<file path="config.mk">
export PLATFORM = sky130hd
export DESIGN_NAME = fetch_stage_flat
export DESIGN_NICKNAME = d
export VERILOG_FILES = /design/src/rtl/mips_pkg.sv /design/src/rtl/fetch_stage_if.sv /design/src/rtl/fetch_pc_reg.sv /design/src/rtl/fetch_stage.sv /design/src/flat_wrapper.sv
export SDC_FILE = /design/constraint.sdc
export NUM_CORES = 1
export LEC_CHECK = 0
export CORE_ASPECT_RATIO = 0.8
export CORE_UTILIZATION = 36
export CTS_BUF_LIST = sky130_fd_sc_hd__clkbuf_8
export DETAILED_ROUTE_END_ITERATION = 8
export HOLD_SLACK_MARGIN = 0.03
export PLACE_DENSITY = 0.79
export SLEW_MARGIN = 20
export SYNTH_ARGS = -nofsm -noshare
export SYNTH_HDL_FRONTEND = slang
export SYNTH_SLANG_ARGS = --single-unit
</file>
<file path="constraint.sdc">
create_clock -name clk -period 1.8 [get_ports clk]
set_input_delay 0.36 -clock clk [delete_from_list [all_inputs] [get_ports clk]]
set_output_delay 0.36 -clock clk [all_outputs]
set_load 0.005 [all_outputs]
</file>
<file path="src/rtl/mips_pkg.sv">
// Shared mipsel32 pipeline definitions: reset vector, fetch FSM encodings and the
// bubble instruction word.
package mips_pkg;

    localparam logic [31:0] RESET_VECTOR = 32'hBFC0_0000;
    localparam logic [31:0] INST_NOP     = 32'h0000_0000;

    typedef enum logic [1:0] {
        FS_REQ  = 2'd0,
        FS_WAIT = 2'd1,
        FS_HOLD = 2'd2
    } fetch_state_t;

endpackage

</file>
<file path="src/rtl/fetch_stage_if.sv">
// Fetch-stage bus bundle: instruction-memory req/addr_ok/data_ok channel and the
// valid/allow channel into the IF/ID register. master = fetch side, slave = environment.
interface fetch_stage_if;

    logic        inst_req;
    logic [31:0] inst_addr;
    logic        inst_addr_ok;
    logic        inst_data_ok;
    logic [31:0] inst_rdata;

    logic        allow_out;
    logic        valid_out;
    logic [31:0] pc_out;
    logic [31:0] inst_out;
    logic        exc_adel;

    modport master (
        output inst_req, inst_addr, valid_out, pc_out, inst_out, exc_adel,
        input  inst_addr_ok, inst_data_ok, inst_rdata, allow_out
    );

    modport slave (
        input  inst_req, inst_addr, valid_out, pc_out, inst_out, exc_adel,
        output inst_addr_ok, inst_data_ok, inst_rdata, allow_out
    );

endinterface

</file>
<file path="src/rtl/fetch_pc_reg.sv">
// Fetch PC register: redirect (flush over branch) has priority over the sequential +4 step.
module fetch_pc_reg
    import mips_pkg::*;
#(
    parameter logic [31:0] RESET_PC = RESET_VECTOR
)
(
    input  logic        clk,
    input  logic        resetn,
    input  logic        i_flush,
    input  logic [31:0] i_flush_target,
    input  logic        i_br_taken,
    input  logic [31:0] i_br_target,
    input  logic        i_inc,
    output logic        o_redirect,
    output logic [31:0] o_pc
);

    logic [31:0] r_pc;
    logic [31:0] w_target;
    logic        w_redirect;

    assign w_redirect = i_flush | i_br_taken;
    assign w_target   = i_flush ? i_flush_target : i_br_target;

    always_ff @(posedge clk) begin
        if (!resetn) begin
            r_pc <= RESET_PC;
        end else if (w_redirect) begin
            r_pc <= w_target;
        end else if (i_inc) begin
            r_pc <= r_pc + 32'd4;
        end
    end

    assign o_redirect = w_redirect;
    assign o_pc       = r_pc;

endmodule

</file>
<file path="src/rtl/fetch_stage.sv">
// mipsel32 instruction-fetch stage: one outstanding memory request, held result handed to IF/ID.
// Optional FETCH_ADEL_EN: misaligned PCs skip memory and present an address-error bubble.
module fetch_stage
    import mips_pkg::*;
#(
    parameter logic [31:0] RESET_PC = RESET_VECTOR
)
(
    input  logic          clk,
    input  logic          resetn,
    input  logic          br_taken,
    input  logic [31:0]   br_target,
    input  logic          flush,
    input  logic [31:0]   flush_target,
    fetch_stage_if.master bus
);

    fetch_state_t r_state;
    fetch_state_t w_state_nxt;
    logic         r_cancel;
    logic         w_cancel_nxt;
    logic [31:0]  r_inst_buf;
    logic         w_buf_ld;
    logic         w_buf_nop;
    logic         w_pc_inc;
    logic         w_redirect;
    logic         w_issue;
    logic         w_valid;
    logic [31:0]  w_pc;

    fetch_pc_reg #(.RESET_PC(RESET_PC)) u_pc_reg (
        .clk            (clk),
        .resetn         (resetn),
        .i_flush        (flush),
        .i_flush_target (flush_target),
        .i_br_taken     (br_taken),
        .i_br_target    (br_target),
        .i_inc          (w_pc_inc),
        .o_redirect     (w_redirect),
        .o_pc           (w_pc)
    );

`ifdef FETCH_ADEL_EN
    logic w_misalign;
    assign w_misalign = |w_pc[1:0];
    assign w_issue    = (r_state == FS_REQ) & ~w_misalign;
`else
    assign w_issue    = (r_state == FS_REQ);
`endif

    always_comb begin
        w_state_nxt  = r_state;
        w_cancel_nxt = r_cancel;
        w_buf_ld     = 1'b0;
        w_buf_nop    = 1'b0;
        w_pc_inc     = 1'b0;
        case (r_state)
            FS_REQ: begin
                if (w_issue) begin
                    if (bus.inst_addr_ok) begin
                        w_state_nxt  = FS_WAIT;
                        w_cancel_nxt = w_redirect;
                    end
                end else if (!w_redirect) begin
                    // Unissuable (misaligned) PC: park a bubble in HOLD instead of fetching.
                    w_state_nxt = FS_HOLD;
                    w_buf_ld    = 1'b1;
                    w_buf_nop   = 1'b1;
                end
            end
            FS_WAIT: begin
                if (bus.inst_data_ok) begin
                    w_cancel_nxt = 1'b0;
                    if (r_cancel | w_redirect) begin
                        w_state_nxt = FS_REQ;
                    end else begin
                        w_state_nxt = FS_HOLD;
                        w_buf_ld    = 1'b1;
                    end
                end else if (w_redirect) begin
                    w_cancel_nxt = 1'b1;
                end
            end
            FS_HOLD: begin
                if (w_redirect) begin
                    w_state_nxt = FS_REQ;
                end else if (bus.allow_out) begin
                    w_state_nxt = FS_REQ;
                    w_pc_inc    = 1'b1;
                end
            end
            default: begin
                w_state_nxt = FS_REQ;
            end
        endcase
    end

    always_ff @(posedge clk) begin
        if (!resetn) begin
            r_state    <= FS_REQ;
            r_cancel   <= 1'b0;
            r_inst_buf <= INST_NOP;
        end else begin
            r_state  <= w_state_nxt;
            r_cancel <= w_cancel_nxt;
            if (w_buf_ld) begin
                r_inst_buf <= w_buf_nop ? INST_NOP : bus.inst_rdata;
            end
        end
    end

    // A redirect kills the held instruction in the same cycle, so valid_out sees it directly.
    assign w_valid       = resetn & (r_state == FS_HOLD) & ~w_redirect;
    assign bus.inst_req  = resetn & w_issue;
    assign bus.inst_addr = w_pc;
    assign bus.valid_out = w_valid;
    assign bus.pc_out    = w_pc;
    assign bus.inst_out  = r_inst_buf;

`ifdef FETCH_ADEL_EN
    assign bus.exc_adel  = w_valid & w_misalign;
`else
    assign bus.exc_adel  = 1'b0;
`endif

endmodule

</file>
<file path="src/flat_wrapper.sv">
// flat-port wrapper written by rule: the top's interface ports become plain ports
module fetch_stage_flat import mips_pkg::*;
#(
    parameter logic [31:0] RESET_PC = RESET_VECTOR
)
  (clk, resetn, br_taken, br_target, flush, flush_target, bus_inst_req, bus_inst_addr, bus_valid_out, bus_pc_out, bus_inst_out, bus_exc_adel, bus_inst_addr_ok, bus_inst_data_ok, bus_inst_rdata, bus_allow_out);
  fetch_stage_if bus_i ();
  input  logic clk;
  input  logic resetn;
  input  logic br_taken;
  input  logic [31:0] br_target;
  input  logic flush;
  input  logic [31:0] flush_target;
  output wire logic [$bits(bus_i.inst_req)-1:0] bus_inst_req;
  output wire logic [$bits(bus_i.inst_addr)-1:0] bus_inst_addr;
  output wire logic [$bits(bus_i.valid_out)-1:0] bus_valid_out;
  output wire logic [$bits(bus_i.pc_out)-1:0] bus_pc_out;
  output wire logic [$bits(bus_i.inst_out)-1:0] bus_inst_out;
  output wire logic [$bits(bus_i.exc_adel)-1:0] bus_exc_adel;
  input wire logic [$bits(bus_i.inst_addr_ok)-1:0] bus_inst_addr_ok;
  input wire logic [$bits(bus_i.inst_data_ok)-1:0] bus_inst_data_ok;
  input wire logic [$bits(bus_i.inst_rdata)-1:0] bus_inst_rdata;
  input wire logic [$bits(bus_i.allow_out)-1:0] bus_allow_out;
  assign bus_inst_req = bus_i.inst_req;
  assign bus_inst_addr = bus_i.inst_addr;
  assign bus_valid_out = bus_i.valid_out;
  assign bus_pc_out = bus_i.pc_out;
  assign bus_inst_out = bus_i.inst_out;
  assign bus_exc_adel = bus_i.exc_adel;
  assign bus_i.inst_addr_ok = bus_inst_addr_ok;
  assign bus_i.inst_data_ok = bus_inst_data_ok;
  assign bus_i.inst_rdata = bus_inst_rdata;
  assign bus_i.allow_out = bus_allow_out;
  fetch_stage #(.RESET_PC(RESET_PC)) u_core (.clk(clk), .resetn(resetn), .br_taken(br_taken), .br_target(br_target), .flush(flush), .flush_target(flush_target), .bus(bus_i));
endmodule
</file>
==> results.md <==
| Metric | This run | Unit |
|:---|:---|:---|
| Routed length per placed instance | 16.6 | um |
| Switching power share of the total | 0.288 | - |
| Syn nets | 560 | - |
| Fill count | 832 | - |
| Initial antenna violation count | 0 | - |
| Tcrit/Tclk final | 0.981 | - |
| Post-synthesis instance area | 3560 | um^2 |
| Dpl hpwl | 9590 | um |
| Critical path launch point type | flop | - |
| Routability-driven placement congestion ratio | 0.875 | - |
| Largest family of logic cells by synthesized area | simple AND/OR/NAND/NOR gates | - |
| Number of antenna repair diodes | 0 | - |
| Pin count of the biggest net entering global routing | 33 | - |
| # IOs | 202 | - |
| Adder and majority gate portion of the synthesized area | 0.00351 | - |
| DR vias | 4,238 | - |
| Primary flip-flop cell chosen by synthesis mapping | sky130_fd_sc_hd__dfxtp_1 | - |
| Warnings from Yosys | 0 | - |
| Slowest CP cell | sky130_fd_sc_hd__clkdlybuf4s50_1 | - |
| Largest stage delay on the critical path | 510 | ps |
| CP Data Arrival Time | 1410 | ps |
| Row Count | 32 | - |
| Vertical die dimension | 91.0 | um |
| Compound-gate portion of the synthesized area | 0.204 | - |
| Count of endpoints failing hold in the final timing report | 0 | - |
| CTS sink count | 67 | - |
| Root buffer cell | sky130_fd_sc_hd__clkbuf_8 | - |
| Post-synthesis xor/xnor area fraction | 0.0492 | - |
| Worst-case clock buffer depth | 2 | - |
| Floorplan Core Area | 9610 | um^2 |
| DRC violations left | 0 | - |
| Gr usage total | 0.246 | - |
| Post-route minimum period | 1770 | ps |
| Leak | 2.40 | nW |
| Sequence of cells on the critical path | buf_4 -> clkdlybuf4s50_1 | - |
| Global-route wire length before repair | 20,000 | um |
| Antenna-violating nets left | 0 | - |
| Share of cells above drive strength 1 | 0.175 | - |
| Classification of the worst setup path | flop to primary output | - |
| Area enclosed by the die boundary | 10,300 | um^2 |
| Avg Vias per Cell | 5.28 | - |
| Classification of the worst-slack hold path | flop to flop | - |
| Worst Clk Skew | 12.7 | ps |
| Average cell area after synthesis | 7.81 | um^2 |
| Worst VDD drop | 353 | uV |
| Clock insertion delay at the later pin of the skew report | 340 | ps |
| Top post-synthesis cells by area | sky130_fd_sc_hd__dfxtp_1 38%, sky130_fd_sc_hd__nand2_1 9.1%, sky130_fd_sc_hd__a21oi_1 7.7% | - |
| Sum of buffers and inverters on the critical path | 2 | - |
| Overall power consumption | 3.73 | mW |
| Timing-limited maximum frequency | 0.567 | GHz |
| Number of pins exceeding their max-slew limit in the final report | 0 | - |
| Post-synth ARST share | 0 | - |
| Internal Power | 2.65 | mW |
| TritonCTS clock tree | yes | - |
| Aggregate global routing overflow | 0 | - |
| Share of power burned in the clock network | 0.316 | - |
| Number of nets in the finished design | 783 | - |
| Clock slew seen by the registers of the worst setup and hold paths | 80 | ps |
| Net switching component of the power | 1.07 | mW |
| Most area-hungry cell type in the Yosys netlist | sky130_fd_sc_hd__dfxtp_1 | - |
| Sum of routed wire length over all layers | 13,300 | um |
| Top-area cell type share of the netlist area | 0.376 | - |
| Maximum fanout encountered on the critical timing path | 7 | - |
| Simple-gate share of the synthesized area | 0.236 | - |
| Result of the run | finished, final reports clean | - |
| Placed cell count | 771 | - |
| Register area share after synthesis | 0.376 | - |
| Pwr/cell area | 593 | nW/um^2 |
| Count leader, synth | sky130_fd_sc_hd__nand2_1 | - |
| Worst EP required | 1440 | ps |
| Number of standard cells in the layout, taps in and fillers out | 803 | - |
| Worst path top cell family by delay | buffers and inverters | - |
| Number of search-and-repair iterations in the first detailed-routing pass | 5 | - |
| Most frequent cells after synthesis | 86 x sky130_fd_sc_hd__nand2_1, 67 x sky130_fd_sc_hd__dfxtp_1, 55 x sky130_fd_sc_hd__a21oi_1, 33 x sky130_fd_sc_hd__buf_4, 26 x sky130_fd_sc_hd__nor2_1 | - |
| MaxCap Viol Count | 0 | - |
| Sequential share of power | 0.435 | - |
| Starting DRT DRC Count | 329 | - |
| Share of cell area taken by muxes after synthesis | 0.0197 | - |
| RSZ-0062 raised after global routing | true | - |
| Initial core utilization | 0.371 | - |
| Area of the multi-input gates | 1910 | um^2 |
| Number of storage elements in the synthesis netlist | 67 | - |
| Vias in the first global route | 3,919 | - |
| Fraction of power consumed by combinational cells | 0.249 | - |
| Number of port buffers | 200 | - |
| Flip-flop and latch area | 1350 | um^2 |
| Distinct cells, synth | 53 | - |
| Number of enable flip-flop cells after synthesis | 0 | - |
| Number of H-tree levels | 3 | - |
| Gate count of the mapped netlist | 456 | - |
| TritonCTS buffer count | 9 | - |
| Hold WS | 456 | ps |
| Element type at the critical path end | primary output | - |
| Die width | 113 | um |
| Area added between synthesis and finish | 76.3 | % |
| Setup violations, final | 0 | - |
cell families after synthesis:
family,after synthesis
xor gates and xnor gates,20
muxes,7
adders and majority gates,1
and+or+nand+nor,172
AOI/OAI and AO/OA,118
buffers and inverters,70
DFF,67
other,1
worst paths after layout:
| check | from | endpoint | slack [ps] | cells after the start |
|---|---|---|---|---|
| setup reg to reg | u_core.u_pc_reg.o_pc[2]$_SDFFE_PN0P_ | u_core.u_pc_reg.o_pc[17]$_SDFFE_PN0P_ | 50 | 7 |
| setup / recovery | u_core.u_pc_reg.o_pc[15]$_SDFFE_PN0P_ | bus_inst_addr[15] | 30 | 2 |
| hold reg to reg | u_core.bus.inst_out[2]$_SDFFE_PN0P_ | u_core.bus.inst_out[2]$_SDFFE_PN0P_ | 460 | 2 |
| hold / removal | u_core.bus.inst_out[2]$_SDFFE_PN0P_ | u_core.bus.inst_out[2]$_SDFFE_PN0P_ | 460 | 2 |
tightest hold or removal path, stage by stage, from the launching register on:
cell                      delay [ps]
sky130_fd_sc_hd__dfxtp_1         310
sky130_fd_sc_hd__nand2_1          50
sky130_fd_sc_hd__a21oi_1          50
per-stage QoR:
step	utilization	setup slack [ps]	instance area, um^2	setup TNS [ps]
after global routing	0.654	-47.8	6280	-124
after global placement	0.608	-428	5850	-14000
after floorplan	-	-3.93	3580	-3.93
after detailed placement	0.608	-477	5850	-15630
final	0.654	35.0	6280	0
after CTS	0.629	-111	6050	-461
flip-flops by register name (all words and copies together) (netlist names):
name / count
u_core.bus.inst_out: 32
u_core.u_pc_reg.o_pc: 32
u_core.r_cancel: 1
u_core.r_state: 2
power by group through the flow:
stage	sequential, mW	clock [mW]	combinational [mW]
floorplan	1.66	0	0.321
global placement	1.64	0	0.874
detailed placement	1.65	0	0.890
CTS	1.62	1.21	0.895
global route	1.63	1.28	0.992
finish	1.62	1.18	0.930
timing repair:
| item | in CTS | in global routing |
|---|---|---|
| hold endpoints to repair | 0 | 0 |
| gates cloned | 0 | 3 |
| gates resized for setup | 8 | 26 |
| hold buffers | 0 | 0 |
| setup endpoints to repair | 12 | 32 |
| setup buffers | 2 | 11 |
| pin swaps | 0 | 13 |
routing by layer:
metal,vias to the layer above,GRT usage,wire (um),part of all wire
li1,2016,-,-,-
met4,0,0.0779,280,0.021
met2,195,0.412,6480,0.49
met3,27,0.0507,876,0.066
met1,2000,0.316,5700,0.43
met5,-,0,0,0
placed cells by master (no fill, tap or decap), types with 4 or more instances in the layout:
cell,instances
sky130_fd_sc_hd__and3_1,8
sky130_fd_sc_hd__mux2i_1,7
sky130_fd_sc_hd__nand2_1,85
sky130_fd_sc_hd__nand3_1,8
sky130_fd_sc_hd__nand4_1,12
sky130_fd_sc_hd__xor2_1,9
sky130_fd_sc_hd__dfxtp_1,58
sky130_fd_sc_hd__inv_1,9
sky130_fd_sc_hd__clkdlybuf4s50_1,193
sky130_fd_sc_hd__o21ai_0,13
sky130_fd_sc_hd__dfxtp_2,9
sky130_fd_sc_hd__nor2_1,25
sky130_fd_sc_hd__a221oi_1,4
sky130_fd_sc_hd__o22ai_1,10
sky130_fd_sc_hd__clkbuf_8,9
sky130_fd_sc_hd__nor3_1,4
sky130_fd_sc_hd__dlymetal6s2s_1,4
sky130_fd_sc_hd__nor4_4,4
sky130_fd_sc_hd__o221ai_1,6
sky130_fd_sc_hd__inv_6,4
sky130_fd_sc_hd__buf_6,8
sky130_fd_sc_hd__a21oi_1,54
sky130_fd_sc_hd__buf_4,58
sky130_fd_sc_hd__xnor2_1,11
sky130_fd_sc_hd__a22oi_1,12
area by class of cell:
type,count,area share
clock inverters,7,0.00916
multi-input cells,319,0.304
inverters,10,0.00597
repair buffers,272,0.422
well taps,119,0.0237
flip-flops and latches,67,0.215
clock buffers,9,0.0197
Power figures use the tool's default switching activity.
